--- config.mk ---
export PLATFORM = sky130hd
export DESIGN_NAME = pair_stream_gen
export DESIGN_NICKNAME = d
export VERILOG_FILES = /design/src/rtl/pair_stream_gen.sv
export SDC_FILE = /design/constraint.sdc
export NUM_CORES = 1
export LEC_CHECK = 0
export CAP_MARGIN = 20
export CORE_MARGIN = 1
export CORE_UTILIZATION = 30
export CTS_CLUSTER_DIAMETER = 50
export DETAILED_ROUTE_END_ITERATION = 10
export PLACE_DENSITY = 0.6
export SYNTH_ARGS = -nofsm -noshare
export SYNTH_HDL_FRONTEND = slang
export SYNTH_SLANG_ARGS = --single-unit
--- constraint.sdc ---
create_clock -name clk -period 3.8 [get_ports clk]
set_input_delay 1.14 -clock clk [delete_from_list [all_inputs] [get_ports clk]]
set_output_delay 1.14 -clock clk [all_outputs]
set_load 0.05 [all_outputs]
--- src/rtl/pair_stream_gen.sv ---
// Half-shell pair feeder: walks a reference cell against a neighbour cell and
// streams every candidate (i, j) position pair, skipping i==j within one cell.
module pair_stream_gen #(
    parameter int POS_W  = 96,
    parameter int ADDR_W = 8
) (
    input  logic              clk,
    input  logic              rst_n,
    input  logic              start,
    input  logic [ADDR_W:0]   ref_count,
    input  logic [ADDR_W:0]   nbr_count,
    input  logic              same_cell,
    output logic              ref_rd_en,
    output logic [ADDR_W-1:0] ref_addr,
    input  logic [POS_W-1:0]  ref_rdata,
    output logic              nbr_rd_en,
    output logic [ADDR_W-1:0] nbr_addr,
    input  logic [POS_W-1:0]  nbr_rdata,
    output logic              pair_valid,
    input  logic              pair_ready,
    output logic [POS_W-1:0]  pair_reference,
    output logic [POS_W-1:0]  pair_neighbor,
    output logic [ADDR_W-1:0] pair_ref_idx,
    output logic [ADDR_W-1:0] pair_nbr_idx,
    output logic              pair_last,
    output logic              busy,
    output logic              done
);
    typedef enum logic [2:0] {IDLE, REF_RD, REF_LD, NBR, DRAIN, DONE} state_t;

    typedef struct packed {
        logic [POS_W-1:0]  ref_pos;
        logic [POS_W-1:0]  nbr_pos;
        logic [ADDR_W-1:0] ri;
        logic [ADDR_W-1:0] nj;
        logic              last;
    } pair_t;

    localparam logic [ADDR_W:0] ONE = 1;
    localparam logic [ADDR_W:0] TWO = 2;

    state_t            state, state_nx;
    logic [ADDR_W:0]   ref_cnt, nbr_cnt, i_q, i_nx, j_q, j_nx;
    logic              same_q;
    logic [POS_W-1:0]  ref_pos_q;
    logic              in_flight, tag_last;
    logic [ADDR_W-1:0] tag_i, tag_j;
    pair_t             fifo [2];
    logic              wr_ptr, rd_ptr;
    logic [1:0]        occ;
    pair_t             head;

    // Counts are ADDR_W+1 wide so a full cell (2^ADDR_W) never wraps the index compares.
    logic [ADDR_W:0] eff_n, ref_max, j_max, j_inc, j_skip;
    logic            row_end, job_end, pop, push, credit, issue;

    always_comb begin
        eff_n   = same_cell ? ref_count : nbr_count;
        ref_max = ref_cnt - ONE;
        j_max   = (same_q && i_q == ref_max) ? nbr_cnt - TWO : nbr_cnt - ONE;
        row_end = (j_q == j_max);
        job_end = row_end && (i_q == ref_max);
        j_inc   = j_q + ONE;
        j_skip  = (same_q && j_inc == i_q) ? j_q + TWO : j_inc;
        head    = fifo[rd_ptr];
        pop     = pair_valid & pair_ready;
        push    = in_flight;
        // Room for one more pair: buffered + in-flight, less whatever leaves this cycle.
        credit  = ({1'b0, occ} + {2'b00, in_flight}) < (3'd2 + {2'b00, pop});
        issue   = (state == NBR) && credit;
    end

    always_comb begin
        state_nx  = state;
        i_nx      = i_q;
        j_nx      = j_q;
        ref_rd_en = 1'b0;
        nbr_rd_en = 1'b0;
        done      = 1'b0;
        case (state)
            IDLE: if (start) begin
                i_nx = '0;
                if (ref_count == '0 || eff_n == '0 || (same_cell && ref_count == ONE))
                    state_nx = DONE;
                else
                    state_nx = REF_RD;
            end
            REF_RD: begin
                ref_rd_en = 1'b1;
                state_nx  = REF_LD;
            end
            REF_LD: begin
                j_nx     = (same_q && i_q == '0) ? ONE : '0;
                state_nx = NBR;
            end
            NBR: if (issue) begin
                nbr_rd_en = 1'b1;
                j_nx      = j_skip;
                if (row_end) begin
                    if (i_q < ref_max) begin
                        i_nx     = i_q + ONE;
                        state_nx = REF_RD;
                    end else begin
                        state_nx = DRAIN;
                    end
                end
            end
            DRAIN: if (pop && head.last) state_nx = DONE;
            DONE: begin
                done     = 1'b1;
                state_nx = IDLE;
            end
            default: state_nx = IDLE;
        endcase
    end

    always_ff @(posedge clk or negedge rst_n) begin
        if (!rst_n) begin
            state     <= IDLE;
            ref_cnt   <= '0;
            nbr_cnt   <= '0;
            same_q    <= 1'b0;
            i_q       <= '0;
            j_q       <= '0;
            ref_pos_q <= '0;
            in_flight <= 1'b0;
            tag_i     <= '0;
            tag_j     <= '0;
            tag_last  <= 1'b0;
        end else begin
            state     <= state_nx;
            i_q       <= i_nx;
            j_q       <= j_nx;
            in_flight <= issue;
            if (state == IDLE && start) begin
                ref_cnt <= ref_count;
                nbr_cnt <= eff_n;
                same_q  <= same_cell;
            end
            if (state == REF_LD) ref_pos_q <= ref_rdata;
            if (issue) begin
                tag_i    <= i_q[ADDR_W-1:0];
                tag_j    <= j_q[ADDR_W-1:0];
                tag_last <= job_end;
            end
        end
    end

    // Two-entry output FIFO; the credit check above guarantees it never overflows.
    always_ff @(posedge clk or negedge rst_n) begin
        if (!rst_n) begin
            fifo[0] <= '0;
            fifo[1] <= '0;
            wr_ptr  <= 1'b0;
            rd_ptr  <= 1'b0;
            occ     <= '0;
        end else begin
            if (push) begin
                fifo[wr_ptr] <= '{ref_pos: ref_pos_q, nbr_pos: nbr_rdata,
                                  ri: tag_i, nj: tag_j, last: tag_last};
                wr_ptr <= ~wr_ptr;
            end
            if (pop) rd_ptr <= ~rd_ptr;
            occ <= occ + {1'b0, push} - {1'b0, pop};
        end
    end

    assign ref_addr       = i_q[ADDR_W-1:0];
    assign nbr_addr       = j_q[ADDR_W-1:0];
    assign pair_valid     = (occ != '0);
    assign pair_reference = head.ref_pos;
    assign pair_neighbor  = head.nbr_pos;
    assign pair_ref_idx   = head.ri;
    assign pair_nbr_idx   = head.nj;
    assign pair_last      = head.last;
    assign busy           = (state != IDLE);
endmodule

==> results.sh, run 1 <==
export IMPL_outcome="finished, final reports clean"
export IMPL_dp_cells=3307
export IMPL_critPathCaptureType="output pin"
export IMPL_fin_nets=2505
export IMPL_required_ns=2.66
export IMPL_drv_cap=0
export IMPL_synthAdderAreaFrac_pct=1.03
export IMPL_ctsHoldBuffers=0
export IMPL_io_buffer_count=444
export IMPL_path_cells="buf_12, buf_4, mux2_2, clkdlybuf4s50_1"
export IMPL_ys_seq_area_share_pct=56.5
export IMPL_grt_pass1_wl_um=104000
export IMPL_synth_mux_area_fraction_pct=32.6
export IMPL_drive_gt1_share_pct=47.2
export IMPL_fmax_ghz=0.269
export IMPL_place_area_sq_um=31100
export IMPL_overflow=0
export IMPL_start_util_pct=30.4
export IMPL_syn_cell_area_sq_um=25500
export IMPL_cp_slowest_stage_delay_ns=0.92
export IMPL_die_h_um=294
export IMPL_period_share_pct=97.9
export IMPL_irDropWorstVdd_uv=651
export IMPL_clock_sinks=576
export IMPL_core_sq_um=83800
export IMPL_synthesis_nets=2037
export IMPL_cts_tree="built"
export IMPL_fin_area_sq_um=34100
export IMPL_syn_area_per_cell_sq_um=14.2
export IMPL_synth_top_family_by_area="multiplexers"
export IMPL_rows=106
export IMPL_ys_warn_count=0
export IMPL_antenna_found_initial=11
export IMPL_io_pins=445
export IMPL_relSlewSlack_pct=45.1
export IMPL_grt_use_total_pct=15.4
export IMPL_dr_pass1_iters=4
export IMPL_report_final_slew_viol_count=0
export IMPL_fin_crit_ns=3.72
export IMPL_synth_xor_area_share_pct=1.03
export IMPL_synthCells=1801
export IMPL_power_per_cell_area_nw_per_um2=1030
export IMPL_cts_buffers=83
export IMPL_clk_pin_slew_worst_paths_ns=0.06
export IMPL_setup_viol=0
export IMPL_clock_latency_ns=0.62
export IMPL_ant_nets=0
export IMPL_ys_flop_type="dfrtp_1"
export IMPL_die_area_sq_um=86200
export IMPL_cts_root_buf="clkbuf_16"
export IMPL_yosys_area_share_simple_pct=4.00
export IMPL_vias=16321
export IMPL_drt_iter0_markers=638
export IMPL_finalHoldViolCount=0
export IMPL_grt_start_max_net_pins=84
export IMPL_min_path_type="register to register"
export IMPL_clk_path_buf_depth=3
export IMPL_synth_edf_count=0
export IMPL_ctsHtreeMaxLevel=3
export IMPL_synthArstFlopShare_pct=100
export IMPL_routed_wl_um=66600
export IMPL_p_total_mw=35.0
export IMPL_slowest_stage="clkdlybuf4s50_1"
export IMPL_drc=0
export IMPL_cp_arrival_ns=2.58
export IMPL_final_cells=3474
export IMPL_first_global_vias=17887
export IMPL_clock_skew_ns=0.0253
export IMPL_finalWeightedCongestion=0.848
export IMPL_start_kind="register"
export IMPL_area_delta_synth_final_pct=33.7
export IMPL_wl_per_cell_um=19.2
export IMPL_ys_types=68
export IMPL_dp_hpwl_um=45000
export IMPL_tightest_slew_ns=0.824
export IMPL_die_w_um=294
export IMPL_p_leak_nw=15.1
export IMPL_fill_cells=7819
export IMPL_vias_per_cell=4.70
export IMPL_synth_compound_area_share_pct=2.25
export IMPL_cp_max_fo=5
export IMPL_critical_path_class="register to output pin"
export IMPL_synth_seq_cells=576
[metrics by stage]
step / hold WS [ns] / setup TNS (ns) / setup slack, ns / util, %
after global placement: 0.473 / 0 / 0.141 / 37.0
after detailed placement: 0.487 / 0 / 0.0604 / 37.0
after global routing: 0.508 / -0.0315 / -0.0254 / 40.7
after floorplan: 0.458 / 0 / 0.209 / -
after CTS: 0.499 / 0 / 0.00611 / 40.5
final: 0.498 / 0 / 0.0801 / 40.7
[cell type report]
type                    count  area, sq um  share of cell area, %
clock buffers              96         2190                   6.41
inverters                  19         71.3                  0.209
diodes                      8         20.0                 0.0587
flip-flops and latches    576        14400                   42.3
well taps                1134         1420                   4.16
multi-input cells        1082        10500                   30.8
clock inverters            52          671                   1.97
repair buffers            507         4790                   14.1
[flip-flops by register name, indices dropped and copies added (netlist names)]
name       cells
fifo         418
tag_j          8
ref_cnt        9
in_flight      1
state          3
j_q            9
nbr_cnt        9
i_q            9
occ            2
tag_last       1
tag_i          8
rd_ptr         1
wr_ptr         1
same_q         1
ref_pos_q     96
[routing by layer]
metal  global-route usage [%]  vias to the layer above  routed length, um
li1                         -                     7388                  -
met1                     18.2                     8386              26200
met2                     26.3                      408              33500
met3                     4.48                      129               4870
met4                     6.06                       10               1980
met5                        0                        -                 62
[report_power, final]
group          internal, mW  switching, mW
clock                  4.88           3.00
sequential             8.51           1.28
combinational          7.07           10.2
total                  20.5           14.5
[cell usage in the layout, fill, tap and decap left out, types with 11 or more instances in the layout]
| cell type | synthesis | layout |
|---|---|---|
| mux2_2 | 724 | 724 |
| o21ai_0 | 32 | 32 |
| xnor2_1 | 19 | 19 |
| ha_1 | 21 | 21 |
| clkdlybuf4s50_1 | 0 | 293 |
| buf_12 | 0 | 18 |
| dfrtp_1 | 576 | 574 |
| clkinv_2 | 0 | 13 |
| clkbuf_16 | 0 | 83 |
| a21oi_1 | 13 | 13 |
| inv_1 | 18 | 17 |
| xor2_1 | 11 | 11 |
| mux2i_1 | 16 | 15 |
| buf_4 | 16 | 186 |
| nor2_1 | 24 | 23 |
| nand2_1 | 94 | 92 |
[kinds of logic after synthesis]
kind of cell / count (synthesis)
DFF: 576
AOI/OAI and AO/OA: 85
adders and majority gates: 21
and+or+nand+nor: 206
buffers and inverters: 143
xor gates and xnor gates: 30
muxes: 740
[worst paths after layout]
check	from	end	slack [ns]	cells after the start
worst max-delay path	rd_ptr$_DFFE_PN0P_	pair_reference[15]	0.08	4
worst min-delay path	fifo[71]$_DFFE_PN0P_	fifo[71]$_DFFE_PN0P_	0.50	1
worst max register to register	ref_cnt[1]$_DFFE_PN0P_	i_q[5]$_DFFE_PN0P_	0.13	16
worst min register to register	fifo[71]$_DFFE_PN0P_	fifo[71]$_DFFE_PN0P_	0.50	1
max in group asynchronous	rst_n	fifo[397]$_DFFE_PN0P_	2.29	2
min in group asynchronous	rst_n	fifo[145]$_DFFE_PN0P_	0.59	1
[synth_stat cells, drive strengths merged (14+ instances only)]
library cell | count | area share (%)
nor2 | 24 | 0.35
inv | 18 | 0.26
dfrtp | 576 | 57
a21oi | 14 | 0.29
xnor2 | 19 | 0.65
nand2 | 94 | 1.4
ha | 21 | 1.0
buf | 28 | 0.75
o21ai | 32 | 0.63
clkbuf | 94 | 1.4
mux2i | 16 | 0.63
mux2 | 724 | 32
[repair_timing]
action / in CTS / in global routing
pin swaps: 0 / 5
buffers inserted: 5 / 6
endpoints found under the setup margin: 181 / 11
gates resized for setup: 7 / 12
[worst max-delay path: cells and delay by family (launching register included)]
family | cells | cell delay [ns]
buf+inv | 3 | 1.23
flops | 1 | 0.50
mux | 1 | 0.21
No activity file was read; power rests on OpenSTA's default activity.
==> run 2: changes to the inputs <==
CORE_MARGIN = not set   (was 1)
SKIP_CTS_REPAIR_TIMING = 1   (was not set)
==> run 2 against run 1 <==
Effect of this change: critical path depth is the same; first-iteration DRC count shrank 4.2%; setup slack gained 0.040 ns; critical path type unchanged; critical endpoint is now pair_reference[93].
==> results.sh, run 2 (synthesized netlist as in run 1, its figures left out) <==
export IMPL_top_register="fifo"
export IMPL_place_area_sq_um=31100
export IMPL_drv_cap=0
export IMPL_core_sq_um=83800
export IMPL_io_pins=445
export IMPL_dr_pass1_iters=4
export IMPL_final_cell_mix="724 x mux2_2, 574 x dfrtp_1, 252 x clkdlybuf4s50_1"
export IMPL_largestRegisters="fifo x418, ref_pos_q x96"
export IMPL_ant_nets=0
export IMPL_vias_per_cell=4.69
export IMPL_final_common_cell="mux2_2"
export IMPL_die_area_sq_um=86200
export IMPL_die_w_um=294
export IMPL_cts_buffers=83
export IMPL_grt_use_total_pct=15.4
export IMPL_wl_per_cell_um=19.2
export IMPL_drc=0
export IMPL_cp_arrival_ns=2.54
export IMPL_power_per_cell_area_nw_per_um2=1020
export IMPL_cts_root_buf="clkbuf_16"
export IMPL_fmax_ghz=0.272
export IMPL_fin_crit_ns=3.68
export IMPL_start_util_pct=30.4
export IMPL_clock_skew_ns=0.0254
export IMPL_first_global_vias=17890
export IMPL_fin_area_sq_um=34200
export IMPL_required_ns=2.66
export IMPL_grt_start_max_net_pins=84
export IMPL_drive_gt1_share_pct=47.2
export IMPL_antenna_found_initial=11
export IMPL_io_buffer_count=444
export IMPL_setup_viol=0
export IMPL_fin_util_pct=40.8
export IMPL_cts_tree="built"
export IMPL_drt_iter0_markers=611
export IMPL_clk_pin_slew_worst_paths_ns=0.06
export IMPL_overflow=0
export IMPL_largest_register_ffs=418
export IMPL_fin_nets=2504
export IMPL_min_path_type="register to register"
export IMPL_period_share_pct=96.9
export IMPL_critical_path_class="register to output pin"
export IMPL_cp_max_fo=3
export IMPL_p_leak_nw=15.6
export IMPL_report_final_slew_viol_count=0
export IMPL_ctsHtreeMaxLevel=3
export IMPL_finalHoldViolCount=0
export IMPL_clock_latency_ns=0.62
export IMPL_irDropWorstVdd_uv=629
export IMPL_hold_ws_ns=0.498
export IMPL_grt_pass1_wl_um=104000
export IMPL_p_total_mw=34.9
export IMPL_relSlewSlack_pct=45.5
export IMPL_clock_sinks=576
export IMPL_finalWeightedCongestion=0.848
export IMPL_rows=106
export IMPL_vias=16269
export IMPL_start_kind="register"
export IMPL_routed_wl_um=66600
export IMPL_outcome="finished, final reports clean"
export IMPL_dp_hpwl_um=45000
export IMPL_die_h_um=294
export IMPL_area_delta_synth_final_pct=34.1
export IMPL_tightest_slew_ns=0.817
export IMPL_critPathCaptureType="output pin"
export IMPL_clk_path_buf_depth=3
[run 2: changes by cell type in the layout (fill, tap and decap cells not counted), sizes merged]
cell           change
buf                -1
clkdlybuf4s50     -41
diode              -1
dlygate4sd2        -7
dlymetal6s2s      +48
[run 2: layout make-up]
type                            count  area [sq um]
Antenna cell                        7          17.5
Clock buffer                       96          2190
Clock inverter                     52           671
Fill cell                        7810         49600
Inverter                           19          71.3
Multi-Input combinational cell   1082         10500
Sequential cell                   576         14400
Tap cell                         1134          1420
Timing Repair Buffer              506          4910
[run 2: worst paths after layout]
path | start | to | slack [ns] | depth (start not counted)
hold / removal | fifo[71]$_DFFE_PN0P_ | fifo[71]$_DFFE_PN0P_ | 0.50 | 1
max in group asynchronous | rst_n | fifo[397]$_DFFE_PN0P_ | 2.28 | 2
setup reg to reg | ref_cnt[1]$_DFFE_PN0P_ | i_q[5]$_DFFE_PN0P_ | 0.13 | 16
hold reg to reg | fifo[71]$_DFFE_PN0P_ | fifo[71]$_DFFE_PN0P_ | 0.50 | 1
setup / recovery | rd_ptr$_DFFE_PN0P_ | pair_reference[93] | 0.12 | 4
min in group asynchronous | rst_n | fifo[354]$_DFFE_PN0P_ | 0.58 | 1
[run 2: metrics by stage]
step	worst slack [ns]	std cells	TNS (ns)
2_1_floorplan	0.209	1801	0
3_3_place_gp	0.141	3307	0
3_5_place_dp	0.0604	3307	0
4_1_cts	-0.282	3455	-29.45
5_1_grt	-0.0306	3470	-0.0368
6_report	0.120	3472	0
[run 2: power by group]
part / internal [mW] / switching [mW] / total [mW]
clock: 4.88 / 3.00 / 7.88
combinational: 7.06 / 10.2 / 17.3
sequential: 8.51 / 1.28 / 9.79
total: 20.5 / 14.5 / 34.9
[run 2: routing by layer]
metal,global-route usage (%),up-vias,share of wire (%)
met2,26.3,380,50
met1,18.0,8375,40
li1,-,7382,-
met5,0,-,0.093
met3,4.48,122,6.6
met4,6.01,10,2.9
[run 2: worst max-delay path: stages, from the launching register on]
cell	delay [ns]
dfrtp_4	0.51
buf_4	0.19
buf_4	0.17
mux2_2	0.21
clkdlybuf4s50_1	0.83
==> run 3: changes to the inputs <==
SLEW_MARGIN = 0   (was not set)
==> results of run 3 <==
No change in the layout: final DEF, timing and power equal those of run 2.
